$ cat config.mk
export PLATFORM = sky130hd
export DESIGN_NAME = mem_arbiter
export DESIGN_NICKNAME = d
export VERILOG_FILES = /design/src/rtl/mem_arbiter.sv
export SDC_FILE = /design/constraint.sdc
export NUM_CORES = 1
export LEC_CHECK = 0
export ABC_CLOCK_PERIOD_IN_PS = 7200
export CAP_MARGIN = 30
export CELL_PAD_IN_SITES_DETAIL_PLACEMENT = 0
export CELL_PAD_IN_SITES_GLOBAL_PLACEMENT = 2
export CORE_MARGIN = 2
export CORE_UTILIZATION = 28
export CTS_CLUSTER_DIAMETER = 200
export DETAILED_ROUTE_END_ITERATION = 10
export GPL_TIMING_DRIVEN = 0
export PLACE_DENSITY_LB_ADDON = 0.1
export SETUP_SLACK_MARGIN = 0.05
export SLEW_MARGIN = 0
export SYNTH_ARGS = -nofsm -noshare
export SYNTH_HDL_FRONTEND = slang
export SYNTH_SLANG_ARGS = --single-unit
$ cat constraint.sdc
create_clock -name clock -period 7.2 [get_ports clock]
set_clock_uncertainty 0.05 [all_clocks]
set_input_delay 0.72 -clock clock [delete_from_list [all_inputs] [get_ports clock]]
set_output_delay 0.72 -clock clock [all_outputs]
set_load 0.01 [all_outputs]
$ cat src/rtl/mem_arbiter.sv
// mem_arbiter: shares one multi-cycle memory port between MIPS fetch (I) and memory (D) stages.
// Latency: 3 cycles minimum (IDLE -> SERVE -> RESP); each m_ready=0 cycle in SERVE adds one.
// Backpressure: i_stall/d_stall hold the requesting stage until its RESP cycle; MEM_ARB_RR_EN selects round-robin over fixed D priority.
module mem_arbiter #(
    parameter int ADDR_W = 32,
    parameter int DATA_W = 32
) (
    input  logic              clock,
    input  logic              reset,
    input  logic              i_read,
    input  logic [ADDR_W-1:0] i_address,
    output logic [DATA_W-1:0] i_data,
    output logic              i_stall,
    input  logic              d_read,
    input  logic              d_write,
    input  logic [ADDR_W-1:0] d_address,
    input  logic [DATA_W-1:0] d_data_in,
    output logic [DATA_W-1:0] d_data_out,
    output logic              d_stall,
    output logic              m_read,
    output logic              m_write,
    output logic [ADDR_W-1:0] m_address,
    output logic [DATA_W-1:0] m_data_out,
    input  logic [DATA_W-1:0] m_data_in,
    input  logic              m_ready
);

    typedef enum logic [2:0] {
        IDLE    = 3'd0,
        SERVE_I = 3'd1,
        SERVE_D = 3'd2,
        RESP_I  = 3'd3,
        RESP_D  = 3'd4
    } state_t;

    state_t              r_state;
    state_t              w_next;
    logic                w_i_req;
    logic                w_d_req;
    logic                w_pick_d;
    logic                w_load;
    logic                w_done;
    logic                r_m_read;
    logic                r_m_write;
    logic [ADDR_W-1:0]   r_m_address;
    logic [DATA_W-1:0]   r_m_data_out;
    logic [DATA_W-1:0]   r_i_data;
    logic [DATA_W-1:0]   r_d_data_out;

`ifdef MEM_ARB_RR_EN
    // 1 = D was granted last; reset value points at I so the first contention goes to D.
    logic                r_last_d;

    // Remember which port took the most recent grant, contended or not.
    always_ff @(posedge clock or posedge reset) begin
        if (reset) begin
            r_last_d <= 1'b0;
        end else if (w_load) begin
            r_last_d <= w_pick_d;
        end
    end
`endif

    // Request decode and arbitration: D wins unless round-robin says I is owed the port.
    always_comb begin
        w_i_req = i_read;
        w_d_req = d_read | d_write;
`ifdef MEM_ARB_RR_EN
        w_pick_d = w_d_req & (~w_i_req | ~r_last_d);
`else
        w_pick_d = w_d_req;
`endif
    end

    // State register; reset abandons any in-flight access.
    always_ff @(posedge clock or posedge reset) begin
        if (reset) begin
            r_state <= IDLE;
        end else begin
            r_state <= w_next;
        end
    end

    // Next-state logic plus the grant (load) and completion (done) strobes.
    always_comb begin
        w_next = r_state;
        w_load = 1'b0;
        w_done = 1'b0;
        case (r_state)
            IDLE: begin
                if (w_i_req | w_d_req) begin
                    w_load = 1'b1;
                    w_next = w_pick_d ? SERVE_D : SERVE_I;
                end
            end
            SERVE_I: begin
                if (m_ready) begin
                    w_done = 1'b1;
                    w_next = RESP_I;
                end
            end
            SERVE_D: begin
                if (m_ready) begin
                    w_done = 1'b1;
                    w_next = RESP_D;
                end
            end
            RESP_I:  w_next = IDLE;
            RESP_D:  w_next = IDLE;
            default: w_next = IDLE;
        endcase
    end

    // Downstream strobes/address/data latched at grant; read data captured on completion.
    always_ff @(posedge clock or posedge reset) begin
        if (reset) begin
            r_m_read     <= 1'b0;
            r_m_write    <= 1'b0;
            r_m_address  <= '0;
            r_m_data_out <= '0;
            r_i_data     <= '0;
            r_d_data_out <= '0;
        end else if (w_load) begin
            // A simultaneous d_read/d_write is treated as a store.
            r_m_read    <= w_pick_d ? ~d_write : 1'b1;
            r_m_write   <= w_pick_d & d_write;
            r_m_address <= w_pick_d ? d_address : i_address;
            if (w_pick_d) begin
                r_m_data_out <= d_data_in;
            end
        end else if (w_done) begin
            r_m_read  <= 1'b0;
            r_m_write <= 1'b0;
            // Stores leave the load-data register untouched.
            if (r_m_read) begin
                if (r_state == SERVE_I) begin
                    r_i_data <= m_data_in;
                end else begin
                    r_d_data_out <= m_data_in;
                end
            end
        end
    end

    assign m_read     = r_m_read;
    assign m_write    = r_m_write;
    assign m_address  = r_m_address;
    assign m_data_out = r_m_data_out;
    assign i_data     = r_i_data;
    assign d_data_out = r_d_data_out;

    // Stalls are combinational so a new request freezes its stage in the same cycle.
    assign i_stall = w_i_req & (r_state != RESP_I);
    assign d_stall = w_d_req & (r_state != RESP_D);

endmodule

# After elaboration in Yosys (flattened, before gate mapping)
# Cells that the tools add are included.
[op_classes]
eq_ne = 7
mux = 14
n_bitwise = 8
reduce_logical = 7
[ops]
columns = ["op", "n"]
rows = [
  ["$mux W32", 1],
  ["$mux W3", 3],
  ["$pmux W3 S3", 1],
  ["$mux W1", 8],
  ["$reduce_and A4 Y1", 2],
  ["$ne A2 B2 Y1 const B", 3],
  ["$and A1 B1 Y1", 3],
  ["$eq A3 B1 Y1 const B", 1],
  ["$eq A3 B2 Y1 const B", 1],
  ["$logic_not A3 Y1", 1],
  ["$ne A3 B2 Y1 const B", 1],
  ["$ne A3 B3 Y1 const B", 1],
  ["$not A1 Y1", 3],
  ["$reduce_and A3 Y1", 1],
  ["$mux W2", 1],
  ["$or A1 B1 Y1", 2],
  ["$reduce_and A2 Y1", 1],
  ["$reduce_bool A2 Y1", 1],
  ["$reduce_or A2 Y1", 1],
]
[totals]
reg_bits = 133
input_bits = 134
out_inout_bits = 132
word_cells = 43

# Logic depth before layout (Yosys ltp)
# Gate-level depths: netlist (run 1).
[logic_depth]
word_depth = 6
depth_mapped = 6
ltp_nobuf = 3

# Worst setup path after synthesis (run 1)
# Ideal clock, no wire load.
[synth_timing]
kind = "input to output"
startpoint = "input d_read"
endpoint = "output d_stall"
arrival_time_ns = 1.390
t_required_ns = 6.430
path_slack_ns = 5.040
path_stages = 3
path_buffers = 1
cell_sequence = "nor2_2 -> buf_2 -> a21oi_1"
[synth_via]
elab_chain_len = 2
[synth_rtl]
columns = ["element", "line", "source"]
rows = [
  ["start: declaration", "14", "input logic d_read,"],
  ["$or A1 B1 Y1", "67", "w_d_req = d_read | d_write;"],
  ["$and A1 B1 Y1", "154", "assign d_stall = w_d_req & (r_state != RESP_D);"],
  ["end: declaration", "19", "output logic d_stall,"],
]
# No other way between the ends.

# Worst setup path after layout (run 1)
[layout_timing]
startpoint = "input d_write"
endpoint = "output d_stall"
[layout_via]
elab_chain_len = 2
[layout_rtl]
columns = ["element", "line", "source"]
rows = [
  ["start: declaration", "15", "input logic d_write,"],
  ["$or A1 B1 Y1", "67", ""],
  ["$and A1 B1 Y1", "154", ""],
]
# No other way between the ends.

==> results of run 1 <==
flip-flops by register name, summed over array words and instances, names as in the netlist:
signal	flops
d_data_out	32
i_data	32
m_address	32
m_data_out	32
r_state	3
m_read	1
m_write	1
kinds of logic after synthesis:
family	Yosys count	share of synthesized area, %
muxes	128	26.4
and+or+nand+nor	12	1.92
AOI/OAI and AO/OA	73	8.91
buffers and inverters	28	3.24
xor gates and xnor gates	1	0.156
DFF	133	59.4
power groups by stage:
stage	clock, mW	combinational [mW]	sequential [mW]
after floorplan	0	0.669	1.47
after global placement	0	1.79	1.30
after detailed placement	0	1.82	1.31
after CTS	0.895	1.82	1.31
after global routing	0.930	1.91	1.35
final	0.871	1.79	1.30
synth_stat cells (2+ instances only):
master	n	area, um2
buf_4	6	45.0
mux2_2	66	743
nor3b_2	2	25.0
clkbuf_1	6	22.5
mux2_1	10	113
mux2i_1	32	320
mux2_4	20	300
a21oi_1	37	185
buf_6	6	67.6
a21oi_2	30	263
dfrtp_1	133	3330
inv_1	3	11.3
buf_2	7	35.0
a22o_1	2	17.5
routing by layer:
layer / up-vias / part of all wire (%) / track usage (%) / wire length [um]
li1: 1914 / - / - / -
met5: - / 0 / 0 / 0
met4: 0 / 2.6 / 6.86 / 393
met1: 1964 / 42 / 18.1 / 6350
met2: 165 / 48 / 23.4 / 7230
met3: 27 / 8.1 / 5.61 / 1240
worst reg2reg max path, stage by stage, from the launching register on:
cell and delay [ns]:
dfrtp_1 0.46, nand3b_4 0.20, nor3b_2 0.48, buf_6 0.24
mux2_2 0.35
final timing paths:
check | from | to | cells past startpoint
setup / recovery | d_write | d_stall | 5
hold / removal | m_data_out[25]$_DFFE_PP0P_ | m_data_out[25]$_DFFE_PP0P_ | 1
setup reg to reg | r_state[2]$_DFFE_PP0P_ | i_data[13]$_DFFE_PP0P_ | 4
hold reg to reg | m_data_out[25]$_DFFE_PP0P_ | m_data_out[25]$_DFFE_PP0P_ | 1
max in group asynchronous | reset | m_address[30]$_DFFE_PP0P_ | 3
min in group asynchronous | reset | m_data_out[20]$_DFFE_PP0P_ | 2
layout make-up:
class                   count  share of cell area [%]
clock buffers              19                    4.91
well taps                 265                    3.60
multi-input cells         214                    22.7
clock inverters            13                    1.59
flip-flops and latches    133                    36.1
plain buffers              25                    1.85
inverters                   3                   0.176
repair buffers            266                    29.1
stage by stage:
stage / worst slack (ns) / power [mW] / instance area [um2]
after floorplan: 2.88 / 2.14 / 5600
after CTS: 3.73 / 4.02 / 9220
after global routing: 3.65 / 4.19 / 9220
after detailed placement: 3.75 / 3.13 / 8620
after global placement: 0.944 / 3.09 / 8590
final: 3.78 / 3.96 / 9220
==> run metrics, run 1 <==
status finished, final reports clean; Post-DRT Antenna Nets 0; flop-to-flop setup slack 5.29 ns; number of flops mapped to enable cells by yosys 0; critical path class in -> out; Pleak 3.86 nW; Initial Utilization between 20% and 30%; post-synthesis cell count 375; critical-path cell list clkdlybuf4s50_1 -> nor2_2 -> buf_2 -> a21oi_1 -> clkdlybuf4s50_1; GRT Overall Usage 14.8%; Layout Nets roughly 790; Worst EP required approximately 6.4 ns; Synth Warn # 0; most frequent cells in the layout clkdlybuf4s50_1, dfrtp_1, mux2_2, a21oi_1, mux2i_1; fin util 47.2%; DP Wirelength 11,400 um; CP delay by family, top buffers and inverters; PwrDens 429 mW/mm2; residual DRC count 0; slew margin rel. 64.8%; Primary FF master, synth dfrtp_1; gp weighted congestion 0.706; maxcap violations 0; initial antenna violation count 0; crit path time final approximately 3.4 ns; post-synthesis async set-or-reset flop share 100%; syn avg cell area 14.9 um2; path category of the worst min-delay check reg -> reg; Critical path buffers and inverters 3; post-route insts no fill 938; Port Buf Inserts 265; Final Cycle Share 47.5%; Synth Register Bits approximately 130; CTS resizes 0; # diodes 0; Max clock buf depth 2; Reg power frac around 33%; P_sw around 1.2 mW; Placed Cells between 900 and 1,000; synth unique cells 29; core region area 0.0195 mm2; Synthesized Nets 509; final count of negative-setup-slack endpoints 0; hold-fix buffers at CTS 0; TritonCTS clock tree done; Worst VDD drop 156 uV; measured slew at the worst slew-check pin 0.525 ns; nature of the critical path startpoint input port; Worst Path Arrival 2.65 ns; Seq/Total Area, Yosys 59.4%; Pins Over Slew Limit 0; RSZ-0062 raised after global routing false; Die Y 145 um; clock tree sinks 133; first-pass GRT wire length 24,500 um; Hold Fails Final Rpt 0; Crit path top cell by count clkdlybuf4s50_1; clock group share of total power 22.0%; largest net degree at the start of global routing 93; Worst-path clk slew 0.06 ns; Die Wd 145 um; DRT iter0 DRCs 92; Gate power share 45.1%; Max Fclk slightly below 300 MHz; clock root buffer clkbuf_16; Worst-Skew Late Latency 0.41 ns; Setup TNS 0 ns; internal power 2.72 mW; Core Rows 51; Vias 4,070; area delta synth->final 64.6%; slowest stage delay, CP around 0.52 ns; CP max stage cell clkdlybuf4s50_1; overall routed net length 15,200 um; vias in the first global route 4,371; commonest non-fill, non-tap cell in the layout clkdlybuf4s50_1; GRT overflow 0; Post-CTS Setup Repair Bufs 0; vias per inst about 4.3; fill cell count 1,769; die area 0.0212 mm2; htree depth 4; DRT Pass-1 Iters 4; CP Capture Type output pin; Worst Path Max Fanout 10; cts bufs inserted 17; Switching Fraction 31.2%; Routed WL per cell approximately 16 um; share of cells above drive strength 1 26.0%; Hold Slack 0.439 ns; Reg area approximately 0.0033 mm2; cell area after synthesis between 0.005 and 0.006 mm2; IO Count approximately 270; area of the multi-input gates approximately 0.0021 mm2
(Power assumes the default switching activity.)
==> run 2: changes to the inputs <==
- ABC_CLOCK_PERIOD_IN_PS: 7200 -> 3000
- CORE_UTILIZATION: 28 -> 23
- clock period: 7.2 -> 3 ns (I/O delays scaled with it)
==> run 2 against run 1 <==
Sequential cell count unchanged. Worst setup slack worse by 3.3 ns. Register-to-register slack worse by 4.2 ns. First-iteration DRC count rose by 97%. Sequential share of layout area down 0.27 points. Die area increased by 21%. Global-route usage shrank 1.9 points. Highest routed layer unchanged.
==> run metrics, run 2 (same netlist as run 1, synthesis figures left out) <==
status finished, final reports clean; Initial Utilization 23.2%; Reg power frac 33.3%; RR Startpoint r_state[2]$_DFFE_PP0P_; crit path time final 2.54 ns; initial antenna violation count 0; clock group share of total power 21.1%; htree depth 4; Max clock buf depth 2; Port Buf Inserts 265; Gate power share roughly 46%; Critical path buffers and inverters 3; R2R cell count 4; Vias 4,025; Worst EP required between 2 and 3 ns; critical-path cell list clkdlybuf4s50_1 -> nor2_2 -> buf_2 -> a21oi_1 -> clkdlybuf4s50_1; Worst Path Max Fanout 10; DRT iter0 DRCs 181; Worst-Skew Late Latency 0.41 ns; Pleak slightly below 4 nW; Switching Fraction a little under a third; final count of negative-setup-slack endpoints 0; DP Wirelength roughly 12,000 um; first-pass GRT wire length 25,600 um; gp weighted congestion 0.730; commonest non-fill, non-tap cell in the layout clkdlybuf4s50_1; Worst-path clk slew about 0.060 ns; path category of the worst min-delay check in -> async; placed cell area about 0.0087 mm2; largest net degree at the start of global routing 41; Die Y 160 um; Max Fclk 393 MHz; most frequent cells in the layout clkdlybuf4s50_1, dfrtp_1, mux2_2, a21oi_1, mux2i_1; PwrDens between 1000 and 1500 mW/mm2; P_sw 2.99 mW; core region area roughly 0.024 mm2; Die Wd about 160 um; clock root buffer clkbuf_16; Crit path top cell by count clkdlybuf4s50_1; final setup margin between 0.4 and 0.5 ns; IO Count 266; Final Total Pwr roughly 9.4 mW; maxcap violations 0; CP max stage cell clkdlybuf4s50_1; GRT Overall Usage 12.9%; Core Rows 57; slew margin rel. 52.0%; flop-to-flop setup slack 1.06 ns; Worst Path Arrival 2.19 ns; clock tree sinks 133; TritonCTS clock tree done; Routed WL per cell 16.3 um; CTS resizes 0; GRT overflow 0; Layout Nets 796; Post-DRT Antenna Nets 0; r2r endpoint i_data[20]$_DFFE_PP0P_; vias in the first global route between 4,000 and 5,000; slowest stage delay, CP 0.52 ns; Worst VDD drop between 300 and 400 uV; Post-CTS Setup Repair Bufs 0; fin util between 30 and 40%; internal power 6.43 mW; share of cells above drive strength 1 26.1%; Setup TNS 0 ns; vias per inst 4.03; # diodes 0; RSZ-0062 raised after global routing false; CP Capture Type output pin; cts bufs inserted 17; die area 0.0256 mm2; Hold Fails Final Rpt 0; start point of the critical path d_write; CP delay by family, top buffers and inverters; measured slew at the worst slew-check pin 0.718 ns; Final Cell Area 0.00929 mm2; Hold Slack 0.303 ns; overall routed net length around 16,000 um; critical path class in -> out; hold-fix buffers at CTS 0; post-route insts no fill 999; DRT Pass-1 Iters 4; dpl ws 0.397 ns; residual DRC count 0; nature of the critical path startpoint input port; Placed Cells 967; Pins Over Slew Limit 0; area delta synth->final 65.8%; Final Cycle Share approximately 85%
run 2: worst register-to-register path, delay by kind of cell (launching register included):
kind / cells / cell delay, ns
buf+inv: 1 / 0.25
flops: 1 / 0.47
simple gates: 2 / 0.70
mux: 1 / 0.35
run 2: layer usage:
layer	GRT usage [%]	wire, um	vias up
met5	0	0	-
met4	3.32	140	0
met3	5.01	1230	9
met2	21.0	7810	147
met1	16.1	7070	1953
li1	-	-	1916
run 2: power groups by stage:
stage,combinational [mW],sequential [mW],clock [mW]
final,4.30,3.13,1.99
after global placement,4.34,3.14,0
after detailed placement,4.38,3.17,0
after global routing,4.60,3.26,2.16
after floorplan,1.61,3.53,0
after CTS,4.39,3.15,2.07
run 2: worst max-delay path by stage:
stage | end | slack [ns] | cells after the start
after floorplan | d_data_out[0]$_DFFE_PP0P_ | 1.0 | 1
after global placement | d_data_out[27]$_DFFE_PP0P_ | -0.34 | 2
after detailed placement | d_stall | 0.40 | 5
after CTS | d_stall | 0.38 | 5
after global routing | d_stall | 0.29 | 5
final | d_stall | 0.46 | 5
run 2: cell type report:
cell class                 count  area [um2]
buffer                        25         170
clock buffer                  19         443
clock inverter                13         121
fill                        2370       14800
inverter                       3        15.0
multi-input combinational    214        2090
sequential                   133        3330
tap                          324         405
timing repair buffer         268        2710
==> run 3: changes to the inputs <==
- ABC_CLOCK_PERIOD_IN_PS: 3000 -> 2300
- clock period: 3 -> 2.3 ns (I/O delays scaled with it)
==> run 3 against run 2 <==
Final area is 0.24% higher. Utilization is 0.093 points higher. Worst setup slack lost 0.26 ns. Worst hold slack worse by 0.070 ns. Die area unchanged. Clock-buffer cell count stayed put. Via count increased by 0.30%. Sequential cell count is the same. Sequential share of layout area shrank 0.087 points.
==> run metrics, run 3 (same netlist as run 1, synthesis figures left out) <==
status finished, final reports clean; share of cells above drive strength 1 about a quarter; clock tree sinks approximately 130; residual DRC count 0; GRT Overall Usage about an eighth; initial antenna violation count 0; dpl ws -0.163 ns; commonest non-fill, non-tap cell in the layout clkdlybuf4s50_1; gp weighted congestion about 0.73; area of the multi-input gates approximately 0.0021 mm2; P_sw between 3 and 4 mW; CP Capture Type output pin; most frequent cells in the layout clkdlybuf4s50_1, dfrtp_1, mux2_2, a21oi_1, mux2i_1; Final Cell Area a little over 0.009 mm2; final count of negative-setup-slack endpoints 0; start point of the critical path d_write; placed cell area 0.00872 mm2; worst setup path endpoint d_stall; critical path class in -> out; Worst-path clk slew roughly 0.060 ns; clock group share of total power 21.1%; Port Buf Inserts roughly 270; vias in the first global route about 4,400; Pleak 3.86 nW; Worst-Skew Late Latency about 0.41 ns; overall routed net length 16,200 um; Pins Over Slew Limit 0; Setup TNS 0 ns; r2r endpoint i_data[26]$_DFFE_PP0P_; fin util about two fifths; Reg area 0.00333 mm2; flop-to-flop setup slack 0.36 ns; nature of the critical path startpoint input port; TritonCTS clock tree done; Max clock buf depth 2; Vias between 4,000 and 5,000; DP Wirelength 12,500 um; # diodes 0; internal power 8.39 mW; Max Fclk about 470 MHz; GRT overflow 0; Hold Fails Final Rpt 0; slew margin rel. 52.0%; Routed WL per cell between 15 and 20 um; crit path time final between 2 and 2.5 ns; Worst Path Max Fanout 10; R2R cell count 4; die area 0.0256 mm2; largest net degree at the start of global routing between 40 and 50; PwrDens 1320 mW/mm2; Initial Utilization 23.2%; final setup margin 0.193 ns; area delta synth->final 66.2%; measured slew at the worst slew-check pin 0.718 ns; path category of the worst min-delay check in -> async; IO Count ~270; Worst VDD drop ~440 uV; DRT iter0 DRCs 168; Layout Nets 798; htree depth 4; Die Y 160 um; core region area 0.0241 mm2; maxcap violations 0; vias per inst roughly 4.0; Switching Fraction 31.8%; first-pass GRT wire length around 26,000 um; Die Wd 160 um; Reg power frac 33.2%; Post-DRT Antenna Nets 0; fill cell count 2,367; DRT Pass-1 Iters 4; RSZ-0062 raised after global routing false; Core Rows between 50 and 60; Worst EP required 2.02 ns; Worst Path Arrival between 1.5 and 2 ns; Final Cycle Share about nine tenths; RR Startpoint r_state[2]$_DFFE_PP0P_; Gate power share a little under half; cts bufs inserted 17; clock root buffer clkbuf_16
-- run 3: changes by cell type in the layout (fill, tap and decap cells not counted) --
| cell | change |
|---|---|
| buf_2 | -1 |
| buf_4 | +3 |
| nor2_2 | -1 |
| nor2_4 | +1 |
-- run 3: worst min-delay path by stage --
stage	slack (ns)	endpoint	startpoint	cells past startpoint
floorplan	0.27	r_state[1]$_DFFE_PP0P_	m_ready	1
global placement	0.43	m_data_out[25]$_DFFE_PP0P_	m_data_out[25]$_DFFE_PP0P_	1
detailed placement	0.43	m_data_out[29]$_DFFE_PP0P_	m_data_out[29]$_DFFE_PP0P_	1
CTS	0.24	m_data_out[3]$_DFFE_PP0P_	reset	2
global route	0.28	m_data_out[3]$_DFFE_PP0P_	reset	2
finish	0.23	m_data_out[25]$_DFFE_PP0P_	reset	2
-- run 3: cell type report --
type	count	area share, %
tap	324	4.35
sequential	133	35.7
inverter	3	0.161
multi-input combinational	214	22.5
buffer	25	1.85
clock inverter	13	1.30
timing repair buffer	270	29.3
clock buffer	19	4.76
-- run 3: critical path: stages --
cell and delay, ns:
clkdlybuf4s50_1 0.60, nor2_4 0.08, buf_4 0.20, a21oi_1 0.13, clkdlybuf4s50_1 0.58
-- run 3: per-stage QoR --
stage	hold slack, ns	total power [mW]	instances
after floorplan	0.266	6.71	375
after global placement	0.426	9.76	964
after detailed placement	0.434	9.84	967
after CTS	0.245	12.5	999
after global routing	0.277	13.1	1001
final	0.233	12.3	1001
-- run 3: what timing repair did --
action | 4_1_cts | 5_1_grt
gates cloned | 0 | 0
pin swaps | 0 | 1
setup endpoints to repair | 1 | 1
resized for setup | 2 | 0
setup buffers | 0 | 2
hold buffers | 0 | 0
-- run 3: power groups by stage --
stage	Sequential [mW]	Combinational (mW)	Clock (mW)
after floorplan	4.61	2.10	0
after CTS	4.10	5.72	2.70
after global routing	4.25	6.00	2.82
final	4.09	5.61	2.59
after detailed placement	4.13	5.71	0
after global placement	4.09	5.67	0
-- run 3: per-layer routing --
metal  wire, um  track usage [%]  vias to the layer above
li1           -                -                     1921
met1       7080             16.1                     1959
met2       7800             21.0                      148
met3       1230             5.01                        9
met4        140             3.32                        0
met5          0                0                        -
